$ cat src/rtl/dsp_pkg.sv
// Shared definitions for the DDC/CORDIC pipeline sequencer: state encoding,
// configuration word widths and the decimation clamp helper.
package dsp_pkg;
  localparam int FTW_W   = 32;
  localparam int DECIM_W = 13;

  typedef enum logic [1:0] {
    S_RESET  = 2'd0,
    S_SETTLE = 2'd1,
    S_RUN    = 2'd2,
    S_PEND   = 2'd3
  } state_e;

  typedef struct packed {
    logic [FTW_W-1:0]   ftw;
    logic [DECIM_W-1:0] decim;
  } cfg_t;

  function automatic logic [DECIM_W-1:0] decim_clamp(input logic [DECIM_W-1:0] d,
                                                     input logic [DECIM_W-1:0] mn);
    return (d < mn) ? mn : d;
  endfunction
endpackage

$ cat src/rtl/dsp_sched_sat_cnt.sv
// Saturating up-counter with synchronous clear; clear wins over increment.
module sat_cnt #(
  parameter int WIDTH = 8,
  parameter int MAX   = 255,
  parameter int INC   = 1
) (
  input  logic             clk,
  input  logic             rst_n,
  input  logic             clr,
  input  logic             inc,
  output logic [WIDTH-1:0] cnt
);
  localparam logic [WIDTH-1:0] MAXV = WIDTH'(MAX);
  localparam logic [WIDTH-1:0] STEP = WIDTH'(INC);

  logic [WIDTH-1:0] cnt_q, cnt_d;

  always_comb begin
    cnt_d = cnt_q;
    if (clr)                      cnt_d = '0;
    else if (inc && cnt_q >= MAXV - STEP) cnt_d = MAXV;
    else if (inc)                 cnt_d = cnt_q + STEP;
  end

  always_ff @(posedge clk or negedge rst_n) begin
    if (!rst_n) cnt_q <= '0;
    else        cnt_q <= cnt_d;
  end

  assign cnt = cnt_q;
endmodule

$ cat src/rtl/dsp_sched.sv
// Sequencer for the shared-LO DDC pipeline: applies host config at frame
// boundaries, resets and settles the pipeline, then hands frames to a consumer.
module dsp_sched
  import dsp_pkg::*;
#(
  parameter logic [FTW_W-1:0]   FTW_INIT   = 32'h0,
  parameter logic [DECIM_W-1:0] DECIM_INIT = 13'd256,
  parameter logic [DECIM_W-1:0] DECIM_MIN  = 13'd16,
  parameter int                 RST_CYC    = 4,
  parameter int                 N_SETTLE   = 3,
  parameter int                 PEND_TMO   = 16384,
  parameter int                 WD_CYC     = 65535
) (
  input  logic               clk,
  input  logic               reset_n,
  input  logic [FTW_W-1:0]   cfg_ftw,
  input  logic [DECIM_W-1:0] cfg_decim,
  input  logic               cfg_wr,
  output logic               cfg_busy,
  output logic               cfg_rej,
  output logic [FTW_W-1:0]   dds_ftw,
  output logic [DECIM_W-1:0] decimation,
  output logic               dsp_reset,
  input  logic               out_strobe,
  output logic               frame_valid,
  input  logic               frame_ready,
  output logic [15:0]        frame_seq,
  output logic [7:0]         ovf_cnt,
  output logic               stall,
  output logic               locked
);
  localparam int RW = $clog2(RST_CYC + 1);
  localparam int SW = (N_SETTLE > 0) ? $clog2(N_SETTLE + 1) : 1;
  localparam int PW = $clog2(PEND_TMO + 1);
  localparam int WW = $clog2(WD_CYC + 1);
  localparam cfg_t CFG_RST = '{ftw: FTW_INIT,
                               decim: (DECIM_INIT < DECIM_MIN) ? DECIM_MIN : DECIM_INIT};

  state_e          state_q, state_d;
  logic [RW-1:0]   rst_cnt_q, rst_cnt_d;
  logic [SW-1:0]   settle_cnt_q, settle_cnt_d;
  logic [PW-1:0]   pend_cnt_q, pend_cnt_d;
  cfg_t            shadow_q, shadow_d, live_q, live_d;
  logic            rej_q, rej_d, stall_q, stall_d, fv_q, fv_d;
  logic [15:0]     seq_q, seq_d;
  logic            drop, active, wd_clr;
  logic [WW-1:0]   wd_cnt;

  assign active = (state_q == S_SETTLE) || (state_q == S_RUN);

  always_comb begin
    state_d      = state_q;
    rst_cnt_d    = rst_cnt_q;
    settle_cnt_d = settle_cnt_q;
    pend_cnt_d   = pend_cnt_q;
    shadow_d     = shadow_q;
    live_d       = live_q;
    rej_d        = rej_q;
    stall_d      = stall_q;
    fv_d         = fv_q;
    seq_d        = seq_q;
    drop         = 1'b0;

    case (state_q)
      S_RESET: begin
        if (rst_cnt_q == RW'(RST_CYC - 1)) begin
          state_d      = S_SETTLE;
          settle_cnt_d = '0;
        end else begin
          rst_cnt_d = rst_cnt_q + 1'b1;
        end
      end
      S_SETTLE: begin
        if (N_SETTLE == 0) state_d = S_RUN;
        else if (out_strobe) begin
          if (settle_cnt_q == SW'(N_SETTLE - 1)) state_d = S_RUN;
          else settle_cnt_d = settle_cnt_q + 1'b1;
        end
      end
      S_PEND: begin
        // Apply at the frame boundary, or give up waiting and force it.
        if (out_strobe || pend_cnt_q == PW'(PEND_TMO - 1)) begin
          state_d   = S_RESET;
          rst_cnt_d = '0;
          live_d    = shadow_q;
          stall_d   = 1'b0;
        end else begin
          pend_cnt_d = pend_cnt_q + 1'b1;
        end
      end
      default: ;
    endcase

    if (cfg_wr) begin
      if (active) begin
        shadow_d   = '{ftw: cfg_ftw, decim: decim_clamp(cfg_decim, DECIM_MIN)};
        rej_d      = 1'b0;
        state_d    = S_PEND;
        pend_cnt_d = '0;
      end else begin
        rej_d = 1'b1;
      end
    end

    if (active && wd_cnt == WW'(WD_CYC)) stall_d = 1'b1;

    // Frames are only forwarded while staying in RUN; leaving RUN abandons them.
    if (state_q == S_RUN && state_d == S_RUN) begin
      if (out_strobe) begin
        if (!fv_q || frame_ready) begin
          fv_d  = 1'b1;
          seq_d = seq_q + 16'd1;
        end else begin
          drop = 1'b1;
        end
      end else if (fv_q && frame_ready) begin
        fv_d = 1'b0;
      end
    end else begin
      fv_d = 1'b0;
    end
  end

  assign wd_clr = out_strobe || !active || (state_d != state_q);

  always_ff @(posedge clk or negedge reset_n) begin
    if (!reset_n) begin
      state_q      <= S_RESET;
      rst_cnt_q    <= '0;
      settle_cnt_q <= '0;
      pend_cnt_q   <= '0;
      shadow_q     <= CFG_RST;
      live_q       <= CFG_RST;
      rej_q        <= 1'b0;
      stall_q      <= 1'b0;
      fv_q         <= 1'b0;
      seq_q        <= '0;
    end else begin
      state_q      <= state_d;
      rst_cnt_q    <= rst_cnt_d;
      settle_cnt_q <= settle_cnt_d;
      pend_cnt_q   <= pend_cnt_d;
      shadow_q     <= shadow_d;
      live_q       <= live_d;
      rej_q        <= rej_d;
      stall_q      <= stall_d;
      fv_q         <= fv_d;
      seq_q        <= seq_d;
    end
  end

  sat_cnt #(.WIDTH(8), .MAX(255), .INC(1)) u_ovf (
    .clk   (clk),
    .rst_n (reset_n),
    .clr   (1'b0),
    .inc   (drop),
    .cnt   (ovf_cnt)
  );

  sat_cnt #(.WIDTH(WW), .MAX(WD_CYC), .INC(1)) u_wd (
    .clk   (clk),
    .rst_n (reset_n),
    .clr   (wd_clr),
    .inc   (active),
    .cnt   (wd_cnt)
  );

  assign cfg_busy    = (state_q == S_PEND) || (state_q == S_RESET);
  assign cfg_rej     = rej_q;
  assign dds_ftw     = live_q.ftw;
  assign decimation  = live_q.decim;
  assign dsp_reset   = (state_q == S_RESET);
  assign frame_valid = fv_q;
  assign frame_seq   = seq_q;
  assign stall       = stall_q;
  assign locked      = (state_q == S_RUN);
endmodule
$ cat config.mk
export PLATFORM = sky130hd
export DESIGN_NAME = dsp_sched
export DESIGN_NICKNAME = d
export VERILOG_FILES = /design/src/rtl/dsp_pkg.sv /design/src/rtl/dsp_sched_sat_cnt.sv /design/src/rtl/dsp_sched.sv
export SDC_FILE = /design/constraint.sdc
export NUM_CORES = 1
export LEC_CHECK = 0
export BUFFER_PORTS_ARGS = -buffer_cell sky130_fd_sc_hd__buf_2
export CAP_MARGIN = 20
export CORE_ASPECT_RATIO = 1.5
export CORE_MARGIN = 2
export CORE_UTILIZATION = 50
export DETAILED_ROUTE_END_ITERATION = 16
export PLACE_DENSITY = 0.77
export REMOVE_ABC_BUFFERS = 1
export SYNTH_ARGS = -nofsm -noshare
export SYNTH_HDL_FRONTEND = slang
export SYNTH_SLANG_ARGS = --single-unit
$ cat constraint.sdc
create_clock -name clk -period 2.4 [get_ports clk]
set_input_delay 0.12 -clock clk [delete_from_list [all_inputs] [get_ports clk]]
set_output_delay 0.12 -clock clk [all_outputs]
set_load 0.03 [all_outputs]
==> results of run 1 <==
synth_stat cells (3+ instances only):
master and instances:
a31oi_1 4, clkbuf_1 18, dfrtp_1 153, nor2_1 24
nand4_1 10, a22o_1 5, mux2_2 49, nor4_1 15
xnor2_1 16, nand2b_1 3, buf_1 3, nor2b_1 5
and4_1 3, nand3_1 20, or4_1 11, buf_2 3
o31ai_1 8, a211oi_1 15, or3_1 3, a21oi_1 20
inv_1 18, o21ai_0 9, mux2_1 3, xor2_1 12
nand2_1 141, nor3_1 11, ha_1 13, and3_1 3
metal layers:
| metal | global-route usage | wire length, um | share of wire |
|---|---|---|---|
| met2 | 0.410 | 8780 | 0.54 |
| met4 | 0.0842 | 302 | 0.019 |
| met5 | 0 | 0 | 0 |
| met1 | 0.251 | 6390 | 0.39 |
| met3 | 0.0487 | 750 | 0.046 |
worst max-delay path, delay by kind of cell, from the launching register on:
| family | cells | cell delay [ps] |
|---|---|---|
| AO/OA/AOI/OAI | 2 | 380 |
| buffers and inverters | 1 | 210 |
| AND/OR/NAND/NOR | 2 | 820 |
| adder cells (fa/ha/maj) | 1 | 270 |
| flip-flops | 1 | 410 |
sequential cells by signal, indices dropped and copies added, names as in the netlist, 3 cells and up:
name / count
u_wd.cnt: 16
frame_seq: 16
decimation: 13
pend_cnt_q: 15
u_ovf.cnt: 8
shadow_q: 45
rst_cnt_q: 3
dds_ftw: 32
logic make-up (layout without fill, tap and decap cells):
group | count (synthesis) | in the layout | synth area share
compound gates | 81 | 81 | 0.0840
xor+xnor | 28 | 28 | 0.0357
fa+ha+maj | 13 | 13 | 0.0237
buf+inv | 43 | 234 | 0.0251
flops | 155 | 155 | 0.565
mux | 53 | 53 | 0.0867
simple gates | 260 | 260 | 0.179
layout make-up:
| class | count | area [um^2] | area share |
|---|---|---|---|
| sequential | 155 | 3880 | 0.440 |
| multi-input combinational | 435 | 2830 | 0.320 |
| clock inverter | 15 | 201 | 0.0228 |
| inverter | 18 | 67.6 | 0.00765 |
| tap | 162 | 203 | 0.0230 |
| clock buffer | 17 | 425 | 0.0482 |
| timing repair buffer | 184 | 1220 | 0.138 |
how the worst max path moves through the flow:
stage | start | to | slack (ps) | cells after the start
after floorplan | state_q[0] | u_wd.cnt[14] | -590 | 6
after global placement | pend_cnt_q[0] | u_wd.cnt[14] | 180 | 6
after detailed placement | pend_cnt_q[0] | u_wd.cnt[8] | 80 | 6
after CTS | pend_cnt_q[0] | u_wd.cnt[5] | 40 | 6
after global routing | pend_cnt_q[0] | state_q[0] | 5 | 5
final | pend_cnt_q[1] | u_wd.cnt[5] | 140 | 6
power groups by stage:
stage,Sequential [mW],Combinational [mW],Clock (mW)
6_report,3.96,3.92,2.83
5_1_grt,4.05,4.26,2.98
4_1_cts,3.94,3.91,2.88
3_5_place_dp,3.99,3.83,0
3_3_place_gp,3.91,3.68,0
2_1_floorplan,4.64,1.84,0
timing repair:
item | CTS | global route
hold buffers | 46 | 0
endpoints found under the hold margin | 102 | 0
resized for setup | 0 | 5
setup endpoints to repair | 0 | 27
==> run summary, run 1 <==
Synth Register Bits -> 155
Drt total wl -> 16.2 mm
DP Worst Slack -> 79.4 ps
Fmax -> 0.443 GHz
Hold_ws -> 63.9 ps
Design area -> 0.00883 mm^2
Clock power share -> 0.264
Die ar. -> 0.0147 mm^2
Cell variety after synth -> 55
# port buffers -> 124
Dpl cells -> 908
Antenna diode count -> 0
TritonCTS clock tree -> yes
CP arrival -> 2520 ps
Post-DP Area -> 0.00773 mm^2
Nets -> 874
Switching Power -> 4.13 mW
Peak supply drop -> 0.000587 V
Fill cell count -> 1029
Clock Latency Late Sink -> 420 ps
Drt first pass iters -> 4
Die Height -> 148 um
EDFF count, synth -> 0
Most frequent cells in the layout -> dfrtp_1 (152), nand2_1 (140), buf_2 (123)
Fin. max-slew vios -> 0
Power Density -> 1210 mW/mm^2
Initial Utilization -> 0.510
Root Buffer -> clkbuf_16
Worst slew pin tran -> 541 ps
Clock slew at reported path FFs -> 70 ps
Dominant cell type by area after synthesis -> dfrtp_1
HP Class -> in -> reg
Layout cells sized above 1 -> 0.282
First-pass GRT wire length -> 26.7 mm
Worst r2r src -> pend_cnt_q[1]
Top cell type's share of synthesized area -> 0.558
Chip width -> 99.7 um
Num Clock Sinks -> 155
Count of maximum capacitance violations -> 0
Grt ovf -> 0
Worst hold endpoint -> cfg_rej
Synthesized instance count -> 633
R2r setup slk -> 140 ps
Setup bufs post-CTS -> 0
Residual DRC -> 0
Sw Ratio -> 0.386
Avg Synthesized Cell Area -> 10.8 um^2
Synth top area cells -> dfrtp_1 (56%), mux2_2 (8.0%), nand2_1 (7.7%), ha_1 (2.4%), xnor2_1 (2.0%)
Number of synthesis warnings -> 0
DR vias -> 5477
Rows -> 52
HPWL Detailed -> 10.7 mm
Avg WL per Cell -> 16.4 um
Routed Antenna Nets -> 0
Routability cong. -> 0.832
Startpoint Class -> register
Crit end category -> register
Largest net degree at the start of global routing -> 64
Internal Pwr Total -> 6.58 mW
Main synth FF type -> dfrtp_1
Clk_skew -> 12.4 ps
Layout Cells excl Fill -> 986
Final worst path period share -> 0.940
Commonest non-fill, non-tap cell in the layout -> dfrtp_1
Core Region -> 0.0135 mm^2
Worst min-delay path startpoint -> cfg_wr
Total GRT Usage -> 0.224
Worst-path cell chain -> ha_1 > nand3_2 > or4_4 > a221oi_4 > buf_6 > a211oi_1
Number of global-route vias before repair -> 5735
CP max-delay cell -> or4_4
Gate power share -> 0.366
CTS buffer count -> 17
Final setup vio count -> 0
RSZ-0062 raised after global routing -> no
Largest stage delay on the critical path -> 630 ps
CP required -> 2660 ps
Status -> completed
Final TNS setup -> 0 ps
Min Tclk post-route -> 2260 ps
Tot Pwr -> 10.7 mW
FFs w/ async S/R, synth -> 1.00
Mapped cell area -> 0.00687 mm^2
Initial DRC Count -> 205
Worst Hold Path Cells -> 2
Min setup slack post-route -> 145 ps
# IOs -> 125
CTS H-Tree Depth -> 4
Cell count of the worst reg-to-reg path -> 6
FF-to-FF End -> u_wd.cnt[5]
Slew HR -> 0.639
CP max FO -> 16
Leakage -> 4.30 nW
Sequential Power Share -> 0.370
Max Buffers Root-to-Sink -> 2
Antenna violations before repair -> 0
Area Growth Syn to Fin -> 28.6%
CP Class -> reg -> reg
Post-synthesis sequential area ratio -> 0.565
Post-Route Utilization -> 0.656
Via density -> 5.55
Final Hold Fails -> 0
Power figures use the tool's default switching activity.
==> inputs of run 2 (changes only) <==
- ABC_AREA: default -> 1
- CORE_UTILIZATION: 50 -> 52
- CTS_BUF_LIST: default -> sky130_fd_sc_hd__clkbuf_4 sky130_fd_sc_hd__clkbuf_8
- PLACE_DENSITY: 0.77 -> 0.79
==> run summary, run 2 <==
Cell variety after synth -> 41
Switching Power -> 4.56 mW
CP required -> 2730 ps
Min Tclk post-route -> 2180 ps
Slew HR -> 0.531
Status -> completed
Via density -> 5.04
CP arrival -> 2510 ps
Area Growth Syn to Fin -> 23.4%
Clock slew at reported path FFs -> 100 ps
Worst slew pin tran -> 698 ps
Fin. max-slew vios -> 0
Clock Latency Late Sink -> 440 ps
Sequential Power Share -> 0.394
Fill cell count -> 1102
Clk_skew -> 11.6 ps
Rows -> 52
Initial Utilization -> 0.530
Area of the multi-input gates -> 0.00273 mm^2
FFs w/ async S/R, synth -> 1.00
Setup bufs post-CTS -> 0
Num Clock Sinks -> 155
Total GRT Usage -> 0.214
TritonCTS clock tree -> yes
CTS buffer count -> 17
Fmax -> 0.458 GHz
Max reg flops -> 45
Synthesized instance count -> 803
Internal Pwr Total -> 5.60 mW
Main synth FF type -> dfrtp_1
Mapped cell area -> 0.00714 mm^2
Worst r2r src -> state_q[0]
Post-synthesis sequential area ratio -> 0.544
Routed Antenna Nets -> 0
Commonest non-fill, non-tap cell in the layout -> nand2_1
FF+latch area -> 0.00388 mm^2
Core Region -> 0.0135 mm^2
CTS H-Tree Depth -> 4
Grt ovf -> 0
CP Class -> reg -> reg
CP Capture Point -> frame_seq[2]
Sw Ratio -> 0.449
HPWL Detailed -> 9.98 mm
Avg Synthesized Cell Area -> 8.89 um^2
Drt first pass iters -> 7
CP Buf/Inv Count -> 1
Layout cells sized above 1 -> 0.209
# IOs -> 125
Antenna violations before repair -> 1
Startpoint Class -> register
Root Buffer -> clkbuf_8
Die ar. -> 0.0147 mm^2
Dominant cell type by area after synthesis -> dfrtp_1
Peak supply drop -> 0.000819 V
Hold_ws -> 130 ps
Commonest cells post-synth -> nand2_1 (201), dfrtp_1 (153), inv_1 (92)
EDFF count, synth -> 0
Clock power share -> 0.189
Initial DRC Count -> 250
R2r setup slk -> 220 ps
Dpl cells -> 1071
Synth top area cells -> dfrtp_1 (54%), nand2_1 (11%), o21ai_0 (4.9%), inv_1 (4.8%), o21ai_1 (3.2%)
Number of global-route vias before repair -> 5602
RSZ-0062 raised after global routing -> no
Worst-path cell chain -> inv_1 > ha_1 > nand2_1 > a21oi_1 > nand3_2 > nor2_1 > nand2_1 > nand2_1 > o21ai_2
CP delay by family, top -> simple AND/OR/NAND/NOR gates
Nets -> 1039
Count leader, synth -> nand2_1
FF-to-FF End -> frame_seq[2]
Worst Setup SP -> state_q[0]
Gate power share -> 0.417
HP Class -> in -> reg
Final TNS setup -> 0 ps
Routability cong. -> 0.885
Max Buffers Root-to-Sink -> 2
Cell count of the worst reg-to-reg path -> 9
Layout Cells excl Fill -> 1152
Chip width -> 99.7 um
Synth Register Bits -> 155
Die Height -> 148 um
Crit end category -> register
Power Density -> 1150 mW/mm^2
Count of maximum capacitance violations -> 0
Drt total wl -> 15.2 mm
Final setup vio count -> 0
Avg WL per Cell -> 13.2 um
Largest net degree at the start of global routing -> 84
Top reg by flops -> shadow_q
Final Hold Fails -> 0
CP max FO -> 12
Crit path depth -> 9
Largest stage delay on the critical path -> 420 ps
Crit path top cell by count -> nand2_1
Number of synthesis warnings -> 0
First-pass GRT wire length -> 25.6 mm
CP max-delay cell -> dfrtp_1
Most frequent cells in the layout -> nand2_1 (201), dfrtp_1 (153), buf_2 (123)
Final worst path period share -> 0.909
Leakage -> 4.45 nW
Top cell type's share of synthesized area -> 0.536
# port buffers -> 124
DR vias -> 5810
Residual DRC -> 0
## run 2: cell count changes in the layout (fill, tap and decap cells not counted), sizes merged, moves of 8 or more
cell	delta
a211oi	-14
mux2	-52
nor2	+38
or4	-11
nor4	-15
o21ai	+107
inv	+82
xor2	+8
nand2	+71
## run 2: area by class of cell
type / count / area share
Tap cell: 162 / 0.0230
Clock buffer: 17 / 0.0266
Sequential cell: 155 / 0.441
Multi-Input combinational cell: 522 / 0.310
Antenna cell: 1 / 0.000284
Inverter: 101 / 0.0432
Clock inverter: 15 / 0.0186
Timing Repair Buffer: 179 / 0.137
## run 2: worst min-delay path by stage
stage / start / to / slack, ps / cells after the start
2_1_floorplan: reset_n / cfg_rej / -180 / 0
3_3_place_gp: reset_n / dds_ftw[1] / 190 / 1
3_5_place_dp: reset_n / dds_ftw[28] / 190 / 1
4_1_cts: out_strobe / pend_cnt_q[0] / 110 / 4
5_1_grt: out_strobe / pend_cnt_q[0] / 140 / 4
6_report: out_strobe / pend_cnt_q[0] / 130 / 4
## run 2: cells by family after synthesis
| kind of cell | synth area share |
|---|---|
| flops | 0.544 |
| buf+inv | 0.0736 |
| compound gates | 0.114 |
| simple gates | 0.211 |
| fa+ha+maj | 0.0228 |
| xor+xnor | 0.0356 |
## run 2: power groups by stage
stage	clock, mW	combinational [mW]	sequential (mW)
after CTS	1.98	4.26	3.99
after global routing	2.08	4.73	4.11
final	1.92	4.24	4.01
after global placement	0	4.07	4.01
after floorplan	0	2.09	4.88
after detailed placement	0	4.17	4.05
## run 2: worst min-delay path, stage by stage
cell	delay, ps
buf_2	150
nor2_2	90
nand2_8	100
a21oi_1	70
## run 2: what timing repair did
action,in CTS,in global routing
endpoints found under the setup margin,0,0
endpoints found under the hold margin,118,0
gates resized for setup,0,0
hold buffers,48,0
## run 2: routing by layer
metal  track usage  wire (um)
met5             0          0
met4        0.0699        278
met3        0.0454        718
met2         0.372       7940
met1         0.264       6270
## run 2: per-stage QoR
stage | utilization | worst slack (ps) | cell area, um^2 | power, mW
2_1_floorplan | - | -473 | 7000 | 6.97
3_3_place_gp | 0.589 | 306 | 7930 | 8.09
3_5_place_dp | 0.589 | 225 | 7930 | 8.22
4_1_cts | 0.654 | 214 | 8810 | 10.2
5_1_grt | 0.654 | 10.9 | 8810 | 10.9
6_report | 0.654 | 217 | 8810 | 10.2
==> inputs of run 3 (changes only) <==
- ABC_AREA: 1 -> default
- CTS_BUF_LIST: sky130_fd_sc_hd__clkbuf_4 sky130_fd_sc_hd__clkbuf_8 -> sky130_fd_sc_hd__clkbuf_8
==> run summary, run 3 (synthesized netlist as in run 1, its figures left out) <==
Max reg flops -> 45
Clk_skew -> 13.0 ps
Max Buffers Root-to-Sink -> 2
Clock Latency Late Sink -> 430 ps
Hold_ws -> 67.0 ps
Most frequent cells in the layout -> dfrtp_1 (153), nand2_1 (140), buf_2 (123)
Routed Antenna Nets -> 0
Clock slew at reported path FFs -> 90 ps
Fill cell count -> 939
Leakage -> 4.21 nW
CP max FO -> 16
Antenna violations before repair -> 0
Slew HR -> 0.565
CTS buffer count -> 17
Num Clock Sinks -> 155
Crit end category -> register
Area of the multi-input gates -> 0.00283 mm^2
Status -> completed
Final Hold Fails -> 0
Switching Power -> 3.99 mW
Gate power share -> 0.398
Power Density -> 1150 mW/mm^2
Final setup vio count -> 0
Core Region -> 0.0130 mm^2
Die Height -> 145 um
Internal Pwr Total -> 5.93 mW
Peak supply drop -> 0.000522 V
Post-DP Area -> 0.00774 mm^2
Number of global-route vias before repair -> 5672
Worst slew pin tran -> 649 ps
Antenna diode count -> 0
Routability cong. -> 0.846
Top reg by flops -> shadow_q
Residual DRC -> 0
First-pass GRT wire length -> 27.4 mm
Chip width -> 97.8 um
Root Buffer -> clkbuf_8
Via density -> 5.67
Initial DRC Count -> 215
Design area -> 0.00862 mm^2
Largest stage delay on the critical path -> 470 ps
Rows -> 51
Min Tclk post-route -> 2310 ps
Avg WL per Cell -> 16.8 um
TritonCTS clock tree -> yes
Startpoint Class -> register
Drt total wl -> 16.5 mm
Area Growth Syn to Fin -> 25.6%
Sw Ratio -> 0.402
Grt ovf -> 0
Clock power share -> 0.201
CP max-delay cell -> dfrtp_1
# port buffers -> 124
Count of maximum capacitance violations -> 0
Final worst path period share -> 0.964
Sequential Power Share -> 0.401
Initial Utilization -> 0.530
Nets -> 874
DR vias -> 5570
Drt first pass iters -> 5
CP Class -> reg -> reg
Layout cells sized above 1 -> 0.279
RSZ-0062 raised after global routing -> no
Die ar. -> 0.0142 mm^2
Worst-path cell chain -> inv_1 > ha_1 > nor2b_1 > or4_1 > a221oi_4 > buf_6 > a211oi_1
Fin. max-slew vios -> 0
HP Class -> in -> reg
Commonest non-fill, non-tap cell in the layout -> dfrtp_1
Total GRT Usage -> 0.239
Largest net degree at the start of global routing -> 68
HPWL Detailed -> 10.7 mm
CTS H-Tree Depth -> 4
CP arrival -> 2580 ps
FF+latch area -> 0.00388 mm^2
CP required -> 2670 ps
Fmax -> 0.432 GHz
# IOs -> 125
[run 3: power by group through the flow]
| stage | logic, mW | clock network (mW) | registers (mW) |
|---|---|---|---|
| 6_report | 3.95 | 2.00 | 3.98 |
| 5_1_grt | 4.31 | 2.16 | 4.07 |
| 4_1_cts | 3.92 | 2.04 | 3.94 |
| 3_5_place_dp | 3.84 | 0 | 3.99 |
| 3_3_place_gp | 3.69 | 0 | 3.90 |
| 2_1_floorplan | 1.84 | 0 | 4.64 |
[run 3: metal layers]
metal / vias to the layer above / wire length [um] / share of wire / GRT usage
li1: 2576 / - / - / -
met1: 2798 / 6570 / 0.40 / 0.278
met2: 171 / 8920 / 0.54 / 0.446
met3: 25 / 725 / 0.044 / 0.0403
met4: 0 / 260 / 0.016 / 0.0833
met5: - / 0 / 0 / 0
[run 3: layout make-up]
type	count	share of cell area
sequential	155	0.450
inverter	18	0.00784
clock buffer	20	0.0319
timing repair buffer	184	0.143
multi-input combinational	435	0.328
clock inverter	12	0.0158
tap	159	0.0231
[run 3: worst paths after layout]
path | startpoint | endpoint | slack [ps] | cells past startpoint
setup / recovery | state_q[0] | u_wd.cnt[8] | 90 | 7
hold / removal | cfg_wr | cfg_rej | 70 | 2
setup reg to reg | state_q[0] | u_wd.cnt[8] | 90 | 7
hold reg to reg | shadow_q[8] | shadow_q[8] | 470 | 2
max in group asynchronous | reset_n | u_wd.cnt[5] | 1290 | 3
min in group asynchronous | reset_n | dds_ftw[7] | 250 | 2
[run 3: stage by stage]
stage | utilization | total power, mW | std cells | setup WS, ps | TNS [ps]
after floorplan | - | 6.48 | 608 | -587 | -19420
after global placement | 0.598 | 7.59 | 905 | 248 | 0
after detailed placement | 0.598 | 7.83 | 905 | 120 | 0
after CTS | 0.665 | 9.90 | 983 | 115 | 0
after global routing | 0.666 | 10.5 | 983 | 15.4 | 0
final | 0.666 | 9.93 | 983 | 87.1 | 0
[run 3: worst max-delay path, delay by kind of cell (launching register included)]
kind                     cells  cell delay, ps
adder cells (fa/ha/maj)      1             300
AO/OA/AOI/OAI                2             360
AND/OR/NAND/NOR              2             680
flip-flops                   1             470
buffers and inverters        2             330
[run 3: repair_timing]
action                     in CTS  in global routing
buffers inserted                0                  0
hold endpoints to repair      110                  0
resized for setup               0                  4
setup endpoints to repair       0                 11
hold buffers                   46                  0
